==> config.mk <==
export PLATFORM = sky130hd
export DESIGN_NAME = frame_builder
export DESIGN_NICKNAME = d
export VERILOG_FILES = /design/src/rtl/frame_builder.sv
export SDC_FILE = /design/constraint.sdc
export NUM_CORES = 1
export LEC_CHECK = 0
export CORE_UTILIZATION = 45
export DETAILED_ROUTE_END_ITERATION = 12
export PLACE_DENSITY_LB_ADDON = 0.15
export SLEW_MARGIN = 20
export SYNTH_ARGS = -nofsm -noshare
export SYNTH_HDL_FRONTEND = slang
export SYNTH_SLANG_ARGS = --single-unit
==> constraint.sdc <==
create_clock -name clk -period 16.1 [get_ports clk]
set_input_delay 1.61 -clock clk [delete_from_list [all_inputs] [get_ports clk]]
set_output_delay 1.61 -clock clk [all_outputs]
set_load 0.005 [all_outputs]
==> src/rtl/frame_builder.sv <==
`default_nettype none
// ============================================================================
// Module   : frame_builder
// Purpose  : Serialises one device-to-host response frame into the TX FIFO.
// Revision : 1.0
// ============================================================================
module frame_builder #(
    parameter logic [7:0] SOF_DEVICE_TO_HOST = 8'hA5
) (
    input  logic        clk,
    input  logic        rst,
    input  logic        build_start,
    input  logic [7:0]  status,
    input  logic [7:0]  cmd,
    input  logic [31:0] addr,
    input  logic [7:0]  data_in [0:63],
    input  logic        tx_fifo_full,
    output logic [7:0]  tx_fifo_data,
    output logic        tx_fifo_wr_en,
    output logic        builder_busy,
    output logic        build_done
);

    localparam logic [3:0] ST_IDLE = 4'd0;
    localparam logic [3:0] ST_SOF  = 4'd1;
    localparam logic [3:0] ST_STAT = 4'd2;
    localparam logic [3:0] ST_CMD  = 4'd3;
    localparam logic [3:0] ST_A0   = 4'd4;
    localparam logic [3:0] ST_A1   = 4'd5;
    localparam logic [3:0] ST_A2   = 4'd6;
    localparam logic [3:0] ST_A3   = 4'd7;
    localparam logic [3:0] ST_DATA = 4'd8;
    localparam logic [3:0] ST_CRC  = 4'd9;
    localparam logic [3:0] ST_DONE = 4'd10;

    localparam logic [7:0] STATUS_OK = 8'h00;
    localparam logic [7:0] CRC_POLY  = 8'h07;

    logic [3:0]  state;
    logic [3:0]  next_state;

    logic [7:0]  status_reg;
    logic [7:0]  cmd_reg;
    logic [31:0] addr_reg;
    logic [7:0]  data_reg [0:63];
    logic [7:0]  crc_reg;
    logic [5:0]  data_idx;

    logic        accept;
    logic        emit;
    logic        covered;
    logic [4:0]  len_plus1;
    logic [6:0]  data_len;
    logic        data_section;
    logic        last_data;

    // CRC-8, MSB first, no reflection; byte-at-a-time form of the serial LFSR.
    function automatic logic [7:0] crc8_next(input logic [7:0] crc, input logic [7:0] data);
        logic [7:0] c;
        c = crc ^ data;
        for (int i = 0; i < 8; i++) begin
            c = c[7] ? ((c << 1) ^ CRC_POLY) : (c << 1);
        end
        return c;
    endfunction

    assign accept = (state == ST_IDLE) && build_start;

    // Data length derives from the captured command, never the live inputs.
    assign len_plus1 = {1'b0, cmd_reg[3:0]} + 5'd1;

    always_comb begin
        data_len = 7'd0;
        case (cmd_reg[5:4])
            2'b00:   data_len = {2'b00, len_plus1};
            2'b01:   data_len = {1'b0, len_plus1, 1'b0};
            2'b10:   data_len = {len_plus1, 2'b00};
            default: data_len = 7'd0;
        endcase
    end

    assign data_section = (status_reg == STATUS_OK) && cmd_reg[7] && (cmd_reg[5:4] != 2'b11);
    assign last_data    = ({1'b0, data_idx} == (data_len - 7'd1));

    // ------------------------------------------------------------------
    // State register
    // ------------------------------------------------------------------
    always_ff @(posedge clk) begin
        if (rst) begin
            state <= ST_IDLE;
        end else begin
            state <= next_state;
        end
    end

    // ------------------------------------------------------------------
    // Next-state logic: byte states advance only on a write cycle
    // ------------------------------------------------------------------
    always_comb begin
        next_state = state;
        case (state)
            ST_IDLE: if (build_start)   next_state = ST_SOF;
            ST_SOF:  if (tx_fifo_wr_en) next_state = ST_STAT;
            ST_STAT: if (tx_fifo_wr_en) next_state = ST_CMD;
            ST_CMD:  if (tx_fifo_wr_en) next_state = data_section ? ST_A0 : ST_CRC;
            ST_A0:   if (tx_fifo_wr_en) next_state = ST_A1;
            ST_A1:   if (tx_fifo_wr_en) next_state = ST_A2;
            ST_A2:   if (tx_fifo_wr_en) next_state = ST_A3;
            ST_A3:   if (tx_fifo_wr_en) next_state = ST_DATA;
            ST_DATA: if (tx_fifo_wr_en && last_data) next_state = ST_CRC;
            ST_CRC:  if (tx_fifo_wr_en) next_state = ST_DONE;
            ST_DONE: next_state = ST_IDLE;
            default: next_state = ST_IDLE;
        endcase
    end

    // ------------------------------------------------------------------
    // Output logic
    // ------------------------------------------------------------------
    always_comb begin
        emit         = 1'b0;
        covered      = 1'b0;
        tx_fifo_data = 8'h00;
        case (state)
            ST_SOF: begin
                emit         = 1'b1;
                tx_fifo_data = SOF_DEVICE_TO_HOST;
            end
            ST_STAT: begin
                emit         = 1'b1;
                covered      = 1'b1;
                tx_fifo_data = status_reg;
            end
            ST_CMD: begin
                emit         = 1'b1;
                covered      = 1'b1;
                tx_fifo_data = cmd_reg;
            end
            ST_A0: begin
                emit         = 1'b1;
                covered      = 1'b1;
                tx_fifo_data = addr_reg[7:0];
            end
            ST_A1: begin
                emit         = 1'b1;
                covered      = 1'b1;
                tx_fifo_data = addr_reg[15:8];
            end
            ST_A2: begin
                emit         = 1'b1;
                covered      = 1'b1;
                tx_fifo_data = addr_reg[23:16];
            end
            ST_A3: begin
                emit         = 1'b1;
                covered      = 1'b1;
                tx_fifo_data = addr_reg[31:24];
            end
            ST_DATA: begin
                emit         = 1'b1;
                covered      = 1'b1;
                tx_fifo_data = data_reg[data_idx];
            end
            ST_CRC: begin
                emit         = 1'b1;
                tx_fifo_data = crc_reg;
            end
            default: begin
                emit         = 1'b0;
                covered      = 1'b0;
                tx_fifo_data = 8'h00;
            end
        endcase
    end

    // Reset gates the strobe so an abort drops the in-flight byte immediately.
    assign tx_fifo_wr_en = emit && !tx_fifo_full && !rst;
    assign builder_busy  = (state != ST_IDLE);
    assign build_done    = (state == ST_DONE);

    // ------------------------------------------------------------------
    // Descriptor capture
    // ------------------------------------------------------------------
    always_ff @(posedge clk) begin
        if (rst) begin
            status_reg <= 8'h00;
            cmd_reg    <= 8'h00;
            addr_reg   <= 32'h0;
        end else if (accept) begin
            status_reg <= status;
            cmd_reg    <= cmd;
            addr_reg   <= addr;
        end
    end

    always_ff @(posedge clk) begin
        if (accept) begin
            data_reg <= data_in;
        end
    end

    // ------------------------------------------------------------------
    // CRC accumulator and data index
    // ------------------------------------------------------------------
    always_ff @(posedge clk) begin
        if (rst) begin
            crc_reg  <= 8'h00;
            data_idx <= 6'd0;
        end else if (state == ST_IDLE) begin
            crc_reg  <= 8'h00;
            data_idx <= 6'd0;
        end else if (tx_fifo_wr_en) begin
            if (covered) begin
                crc_reg <= crc8_next(crc_reg, tx_fifo_data);
            end
            // The final byte leaves the index in place, so index 63 never wraps.
            if ((state == ST_DATA) && !last_data) begin
                data_idx <= data_idx + 6'd1;
            end
        end
    end

endmodule
`default_nettype wire

== Word level (Yosys, flattened, before mapping) ==
Index checks and enable logic that the tools add are counted.

* Eq/ne operators: 24
* Add/sub/neg operators: 3
* Bitwise logic cells: 10
* Order comparisons: 1
* Multiplexer cells: 27
* Reductions and logical operators: 20

{| class="wikitable"
|+ Operator list
! kind !! number
|-
| 8-bit one-hot mux with 9 select lines || 1
|-
| 8-bit binary-select mux with 6-bit select || 1
|-
| 4-bit 2-to-1 mux || 11
|-
| 4-bit one-hot mux with 10 select lines || 1
|-
| 3-bit 2-to-1 mux || 8
|-
| 3-bit inverter || 8
|-
| 2-bit inequality test (second input constant) || 11
|-
| 7-bit one-hot mux with 3 select lines || 1
|-
| 4-bit by 3-bit == test with 1-bit output (second input constant) || 4
|-
| 8-bit 2-to-1 mux || 2
|-
| 4-bit == test (second input constant) || 3
|-
| 10-bit AND reduction || 1
|-
| 9-bit OR reduction || 1
|-
| 4-bit by 2-bit == test with 1-bit output (second input constant) || 2
|-
| 8-bit logical NOT || 1
|-
| 8-bit XOR || 1
|-
| 6-bit by 7-bit == test with 1-bit output || 1
|-
| 7-bit >= comparator (second input constant) || 1
|-
| 1-bit logical AND || 7
|-
| 6-bit inverter with 7-bit output || 1
|-
| 7-bit OR reduction || 1
|-
| 7-bit by 1-bit subtractor with 7-bit output (second input constant) || 1
|-
| 6-bit by 1-bit adder with 6-bit output (second input constant) || 1
|-
| 4-bit by 1-bit adder with 5-bit output (second input constant) || 1
|-
| 10 further kinds || 14
|}

* Output and inout bits: 11
* Logic and storage cells: 155
* Register bits: 578
* Input bits: 564

== Depth between registers and ports, before layout ==
* Depth in word-level cells: 22
* Depth in mapped cells: 14
* Gate-level depth less buffers: 13

== Worst setup path before layout ==
OpenSTA, ideal clock, no wires.

* Path type: in2reg
* From: in build_start
* To: reg data_reg[0] (netlist name) (enable)
* Setup time: 1.078 ns
* Path buffers: 1
* Stages on the path: 3
* Data required time: 15.022 ns
* Path slack: -0.763 ns
* Arrival time: 15.785 ns
* Cell sequence: nand2_1 > inv_1 > clkbuf_1

* Longest elaborated chain between the ends: 1

{| class="wikitable"
|+ RTL lines
! element !! line !! source
|-
| start: declaration || 12 || <nowiki>input logic build_start,</nowiki>
|-
| 1-bit logical AND || 67 || <nowiki>assign accept = (state == ST_IDLE) && build_start;</nowiki>
|-
| net accept || 49 || <nowiki>logic accept;</nowiki>
|-
| end signal: assignment || 198 || <nowiki>data_reg <= data_in;</nowiki>
|-
| end: declaration || 45 || <nowiki>logic [7:0] data_reg [0:63];</nowiki>
|}

The timed path passes the listed nets, and every way through them passes these cells.
A chain may end at the register's enable or synchronous reset.

== Worst setup path in the final report ==
* From: reg data_idx[0]
* To: out tx_fifo_data[1]

* Longest elaborated chain between the ends: 5

{| class="wikitable"
|+ RTL lines
! element !! line !! source
|-
| start: declaration || 47 || <nowiki>logic [5:0] data_idx;</nowiki>
|-
| start signal: assignment || 218 || <nowiki>data_idx <= data_idx + 6'd1;</nowiki>
|-
| 6-bit inverter with 7-bit output (not written as such) || 162 || <nowiki>tx_fifo_data = data_reg[data_idx];</nowiki>
|-
| 8-bit binary-select mux with 6-bit select || 162 ||
|-
| 8-bit 2-to-1 mux (not written as such) (2 in a row) || 162 ||
|-
| 8-bit one-hot mux with 9 select lines || 124 || <nowiki>case (state)</nowiki>
|-
| end: declaration || 18 || <nowiki>output logic [7:0] tx_fifo_data,</nowiki>
|}

Every way passes these cells. The select of a mux whose other input is x is not followed.

==> reports/qor.txt <==
Layout cell share with drive strength beyond 1 -> 0.128
H-tree levels -> 2
Post-Synthesis Cells -> 1359
Flop and latch count out of synthesis -> 578
Post-synth EDFFs -> 512
Vias per cell -> 5.54
Met2 usage -> 0.457
Later-pin clock latency in the skew report -> 0.61 ns
Fin crit share -> 0.413
Layout Cell Area excl Fill -> 31800 um2
Mapped cell area -> 23600 um2
First-pass GRT wire length -> 98600 um
Die height -> 231 um
Die area -> 53400 um2
# hold bufs at CTS -> 0
Slew HR -> 0.265
Final hold vios -> 0
Root buf cell -> clkbuf_16
CTS sink cnt -> 578
Cts bufs inserted -> 59
Final Setup Violations -> 0
Kind of critical path -> reg2out
HPWL Detailed -> 50500 um
Slew Viols, Final -> 0
I/O Buffers -> 574
Cell variety after synth -> 79
Status -> complete, no violations
Synth area leader -> edfxtp_1
Syn. warnings -> 0
Starting Density -> 0.458
Most common cell in the netlist -> edfxtp_1
Maximum VDD drop -> 0.102 mV
Vias -> 14800
GPL Wtd Cong -> 0.879
Routed len/inst -> 26.0 um
Max cap viols -> 0
Dpl ws -> 10.03 ns
Area delta synth->final -> 34.7%
Ranking of synthesized cells by area -> edfxtp_1, mux4_2, dfxtp_1
Die Wd -> 231 um
1st-pass router iterations -> 7
WP data arrival -> 5.04 ns
CTS tree -> yes
Min Tclk post-route -> 6.65 ns
Initial DRC Count -> 1187
Routed Antenna Nets -> 0
Grt total ovfl -> 0
GR Layer Usage met1 -> 0.322
CTS clk-pin slew, worst paths -> 0.06 ns
Setup TNS -> 0 ns
Crit path capture type -> output port
Worst EP required -> 14.49 ns
Main flop type after synthesis -> edfxtp_1
Residual DRC -> 0
Drt total wl -> 69300 um
Leak -> 10.5 nW
Area post-placement -> 29900 um2
Largest net degree at the start of global routing -> 206
Post-synthesis net count -> 1926
Top-area cell type share of the netlist area -> 0.650
I/O Pins -> 575
Slew @ Worst Pin -> 1.10 ns
Most common library cells after synthesis -> edfxtp_1, nand2_1, mux4_2
RSZ-0062 raised after global routing -> false
Startpoint types -> register
Pwr dens -> 141 nW/um2
Core Rows -> 83
Power Total -> 0.00450 W
Initial antenna violation count -> 14
Max clock buf depth -> 3
Gr busiest metal -> met2
Resize count post-CTS -> 0
Core area -> 51600 um2
Post-synthesis async set-or-reset flop share -> 0
Post-CTS setup buffer count -> 0
CP max FO -> 38
Final core utilization -> 0.617
PnR worst setup slack -> 9.45 ns
Sequential share of the synthesized area -> 0.706
Met3 Resource Use GR -> 0.0461
Clock Skew -> 0.0137 ns
Fin nets -> 2492
Fmax -> 150 MHz
Vias in the first global route -> 15300
Max reg flops -> 512
Syn_area_per_cell -> 17.4 um2
Total Routing Usage GR -> 0.258
Min-delay worst type -> reg2reg
[critical path: stages (launching register included)]
cell and delay [ns]:
dfxtp_4 0.63, buf_4 0.48, buf_4 0.63, nand3b_1 0.55
o221ai_1 0.37, a211oi_1 0.07, o32ai_1 0.64, a221o_1 0.39
clkdlybuf4s50_1 0.61
[worst paths after layout]
check	cells past startpoint	slack (ns)	start	to
min reg2reg	2	0.45	addr_reg[23]	addr_reg[23]
max reg2reg	8	11.06	state[1]	data_reg[487]
max	8	9.45	data_idx[0]	tx_fifo_data[1]
min	2	0.45	addr_reg[23]	addr_reg[23]
[through the flow]
stage / cells / hold slack [ns]
2_1_floorplan: 1359 / 0.431
3_3_place_gp: 2544 / 0.443
3_5_place_dp: 2544 / 0.447
4_1_cts: 2654 / 0.455
5_1_grt: 2664 / 0.475
6_report: 2665 / 0.452
[area by class of cell]
| cell class | instances | area [um2] |
|---|---|---|
| fill | 3787 | 19800 |
| sequential | 578 | 16700 |
| multi-input combinational | 680 | 6410 |
| timing repair buffer | 588 | 5860 |
| clock buffer | 76 | 1600 |
| tap | 680 | 851 |
| clock inverter | 34 | 317 |
| inverter | 18 | 75.1 |
| antenna | 11 | 27.5 |
[placed cells by master, fill, tap and decap left out, types with 9 or more instances in the layout]
cell,netlist,final
clkdlybuf4s50_1,0,573
edfxtp_1,512,512
nand2_1,139,139
mux4_2,113,113
a21oi_1,83,83
dfxtp_1,66,61
clkbuf_16,0,61
mux2i_1,42,42
nor2_1,33,32
o21ai_0,20,20
xnor2_1,19,19
a22oi_1,17,17
clkinv_1,2,16
nand3_1,15,15
mux2_2,13,13
inv_1,14,13
clkbuf_1,44,13
buf_4,16,13
diode_2,0,11
mux4_1,11,11
nor2b_1,11,10
nor3_1,10,10
and2_1,8,9
clkinv_2,0,9
[power breakdown]
part           internal, W  switching, W  total (W)
combinational     0.000401      0.000522   0.000924
sequential         0.00210      0.000121    0.00222
clock             0.000795      0.000565    0.00136
[routing by layer]
metal  routed length [um]  share of wire
met5                   23        0.00033
met4                 1490          0.022
met3                 4760          0.069
met2                36500           0.53
met1                26500           0.38
[logic make-up (layout without fill, tap and decap cells)]
logic type | after synthesis | in the layout | share of synthesized area
other cells | 0 | 11 | 0
buf+inv | 101 | 716 | 0.0228
fa+ha+maj | 3 | 3 | 0.00159
mux | 179 | 179 | 0.144
simple gates | 254 | 254 | 0.0493
xor+xnor | 31 | 31 | 0.0139
flops | 578 | 578 | 0.706
compound gates | 213 | 213 | 0.0623
(Power assumes the default switching activity.)
==> edit, RTL diff (same flow settings) <==
Reset style: asynchronous (`rst`), changed in 3 clocked blocks.
--- a/src/rtl/frame_builder.sv
+++ b/src/rtl/frame_builder.sv
@@ -85,7 +85,7 @@
     // ------------------------------------------------------------------
     // State register
     // ------------------------------------------------------------------
-    always_ff @(posedge clk) begin
+    always_ff @(posedge clk or posedge rst) begin
         if (rst) begin
             state <= ST_IDLE;
         end else begin
@@ -181,7 +181,7 @@
     // ------------------------------------------------------------------
     // Descriptor capture
     // ------------------------------------------------------------------
-    always_ff @(posedge clk) begin
+    always_ff @(posedge clk or posedge rst) begin
         if (rst) begin
             status_reg <= 8'h00;
             cmd_reg    <= 8'h00;
@@ -202,7 +202,7 @@
     // ------------------------------------------------------------------
     // CRC accumulator and data index
     // ------------------------------------------------------------------
-    always_ff @(posedge clk) begin
+    always_ff @(posedge clk or posedge rst) begin
         if (rst) begin
             crc_reg  <= 8'h00;
             data_idx <= 6'd0;
Function: differs if rst is asserted again (counterexample within 4 cycles, from zero or initial values and one cycle with rst high); with rst held inactive, the same outputs for 4 cycles.
==> edit against the unedited design <==
Sequential cell count stayed put. Area after synthesis is 0.71% lower. Setup slack better by 0.084 ns. Routed wire length is 2.2% lower. Clock skew rose by 0.019 ns. Power fell by 0.28%. Register-to-register slack better by 0.33 ns. Final area rose by 0.25%. Sequential power down 14%.
==> edit: results (changes against the unedited design) <==
| Metric | Value |
|---|---|
| Syn nets | `1760 (was 1926)` |
| TritonRoute pass-1 iters | `5 (was 7)` |
| Dpl hpwl | `49.63 mm (was 50.51 mm)` |
| First-pass GRT wire length | `96.58 mm (was 98.60 mm)` |
| Initial DRC count | `1136 (was 1187)` |
| CTS Root Cell | `clkbuf_16 (unchanged)` |
| R2R cell count | `11 (was 8)` |
| Status | `complete, no violations (unchanged)` |
| GP Congestion | `0.9060 (was 0.8786)` |
| Layout cells sized above 1 | `17.43% (was 12.82%)` |
| Syn avg cell area | `19.67 µm² (was 17.39 µm²)` |
| Antenna violations before repair | `26 (was 14)` |
| Worst hold path startpoint | `addr_reg[26]$_DFFE_PP0P_ (was addr_reg[23]$_SDFFE_PP0P_)` |
| Max stage delay on crit path | `1.02 ns (was 0.64 ns)` |
| Max VDD drop | `88.49 µV (was 101.6 µV)` |
| Int Power | `3239 µW (was 3293 µW)` |
| Leak pwr | `0.01047 µW (was 0.01054 µW)` |
| Worst-Margin Slew | `1.238 ns (was 1.102 ns)` |
| Worst skew pair latency | `0.63 ns (was 0.61 ns)` |
| Count of different cell masters after synthesis | `63 (was 79)` |
| Hold endpoint | `addr_reg[26]$_DFFE_PP0P_ (was addr_reg[23]$_SDFFE_PP0P_)` |
| R2r startpoint | `data_idx[0]$_DFFE_PP0P_ (was state[1]$_SDFFE_PP0P_)` |
| Nets | `2347 (was 2492)` |
| Asr flop ratio synth | `11.42% (was 0%)` |
| Post-Layout Cell Count | `2526 (was 2665)` |
| Post-Route WL | `67.82 mm (was 69.32 mm)` |
| Skew final | `0.03307 ns (was 0.01368 ns)` |
| DP Area | `29870 µm² (was 29900 µm²)` |
| R2R Setup Slk | `11.39 ns (was 11.06 ns)` |
| Place WS | `10.08 ns (was 10.03 ns)` |
| Synth top area cells | `edfxtp_1, mux4_2, dfrtp_1 (was edfxtp_1, mux4_2, dfxtp_1)` |
| Max FO, Critical Path | `68 (was 38)` |
| Vias after detailed routing | `13.85k (was 14.77k)` |
| Placed cell count | `2399 (was 2544)` |
| Slowest library cell on the worst path | `dfrtp_4 (was o32ai_1)` |
## edit: cell types whose count changed in the layout (fill, tap and decap cells not counted), moves of 11 or more
cell	change
mux4_2	+27
dfrtp_1	+61
nand2_1	-92
mux2_2	+37
dfxtp_1	-61
mux4_1	-11
nor2_1	-11
a21oi_1	-47
## edit: cell families after synthesis
| family | count (synthesis) | share of synthesized area (%) |
|---|---|---|
| adders and majority gates | 3 | 0.1599 |
| muxes | 223 | 17.24 |
| buffers and inverters | 86 | 1.871 |
| DFF | 578 | 72.55 |
| and+or+nand+nor | 126 | 2.655 |
| AOI/OAI and AO/OA | 142 | 4.100 |
| xor gates and xnor gates | 35 | 1.429 |
## edit: routing by layer
| metal | track usage [%] | up-vias | wire [µm] |
|---|---|---|---|
| met1 | 32.12 | 6982 | 25850 |
| met4 | 9.582 | 20 | 1941 |
| met3 | 6.608 | 118 | 5436 |
| li1 | - | 6101 | - |
| met5 | 0 | - | 134 |
| met2 | 43.03 | 632 | 34460 |
## edit: cell type report
| cell class | count | area, µm² |
|---|---|---|
| fillers | 3720 | 19480 |
| flip-flops and latches | 578 | 17040 |
| multi-input cells | 529 | 6007 |
| repair buffers | 591 | 5889 |
| clock buffers | 68 | 1531 |
| well taps | 680 | 850.8 |
| clock inverters | 43 | 484.2 |
| inverters | 21 | 86.33 |
| diodes | 16 | 40.04 |
## edit: power by group through the flow
stage	Combinational (µW)	Clock, µW	Sequential, µW
floorplan	796	0	1940
global placement	1130	0	1950
detailed placement	1150	0	1950
CTS	1160	1440	1920
global route	1240	1500	1940
finish	1160	1410	1920
## edit: stage by stage
stage          util [%]  power, µW  hold slack [ns]
4_1_cts           62.02       4521           0.5068
3_5_place_dp      58.10       3105           0.4928
3_3_place_gp      58.10       3083           0.4842
6_report          62.11       4489           0.5064
5_1_grt           62.09       4679           0.5144
2_1_floorplan         -       2735           0.4706
## edit: worst max path at each step
stage                            start                     to  slack [ns]  depth (start not counted)
2_1_floorplan              build_start  data_reg[0]$_DFFE_PP_        0.84                          2
3_3_place_gp   data_idx[0]$_DFFE_PP0P_        tx_fifo_data[7]       10.10                          8
3_5_place_dp   data_idx[0]$_DFFE_PP0P_        tx_fifo_data[7]       10.08                          8
4_1_cts        data_idx[0]$_DFFE_PP0P_        tx_fifo_data[7]        9.43                          8
5_1_grt        data_idx[0]$_DFFE_PP0P_        tx_fifo_data[7]        9.24                          8
6_report       data_idx[1]$_DFFE_PP0P_        tx_fifo_data[7]        9.53                          8
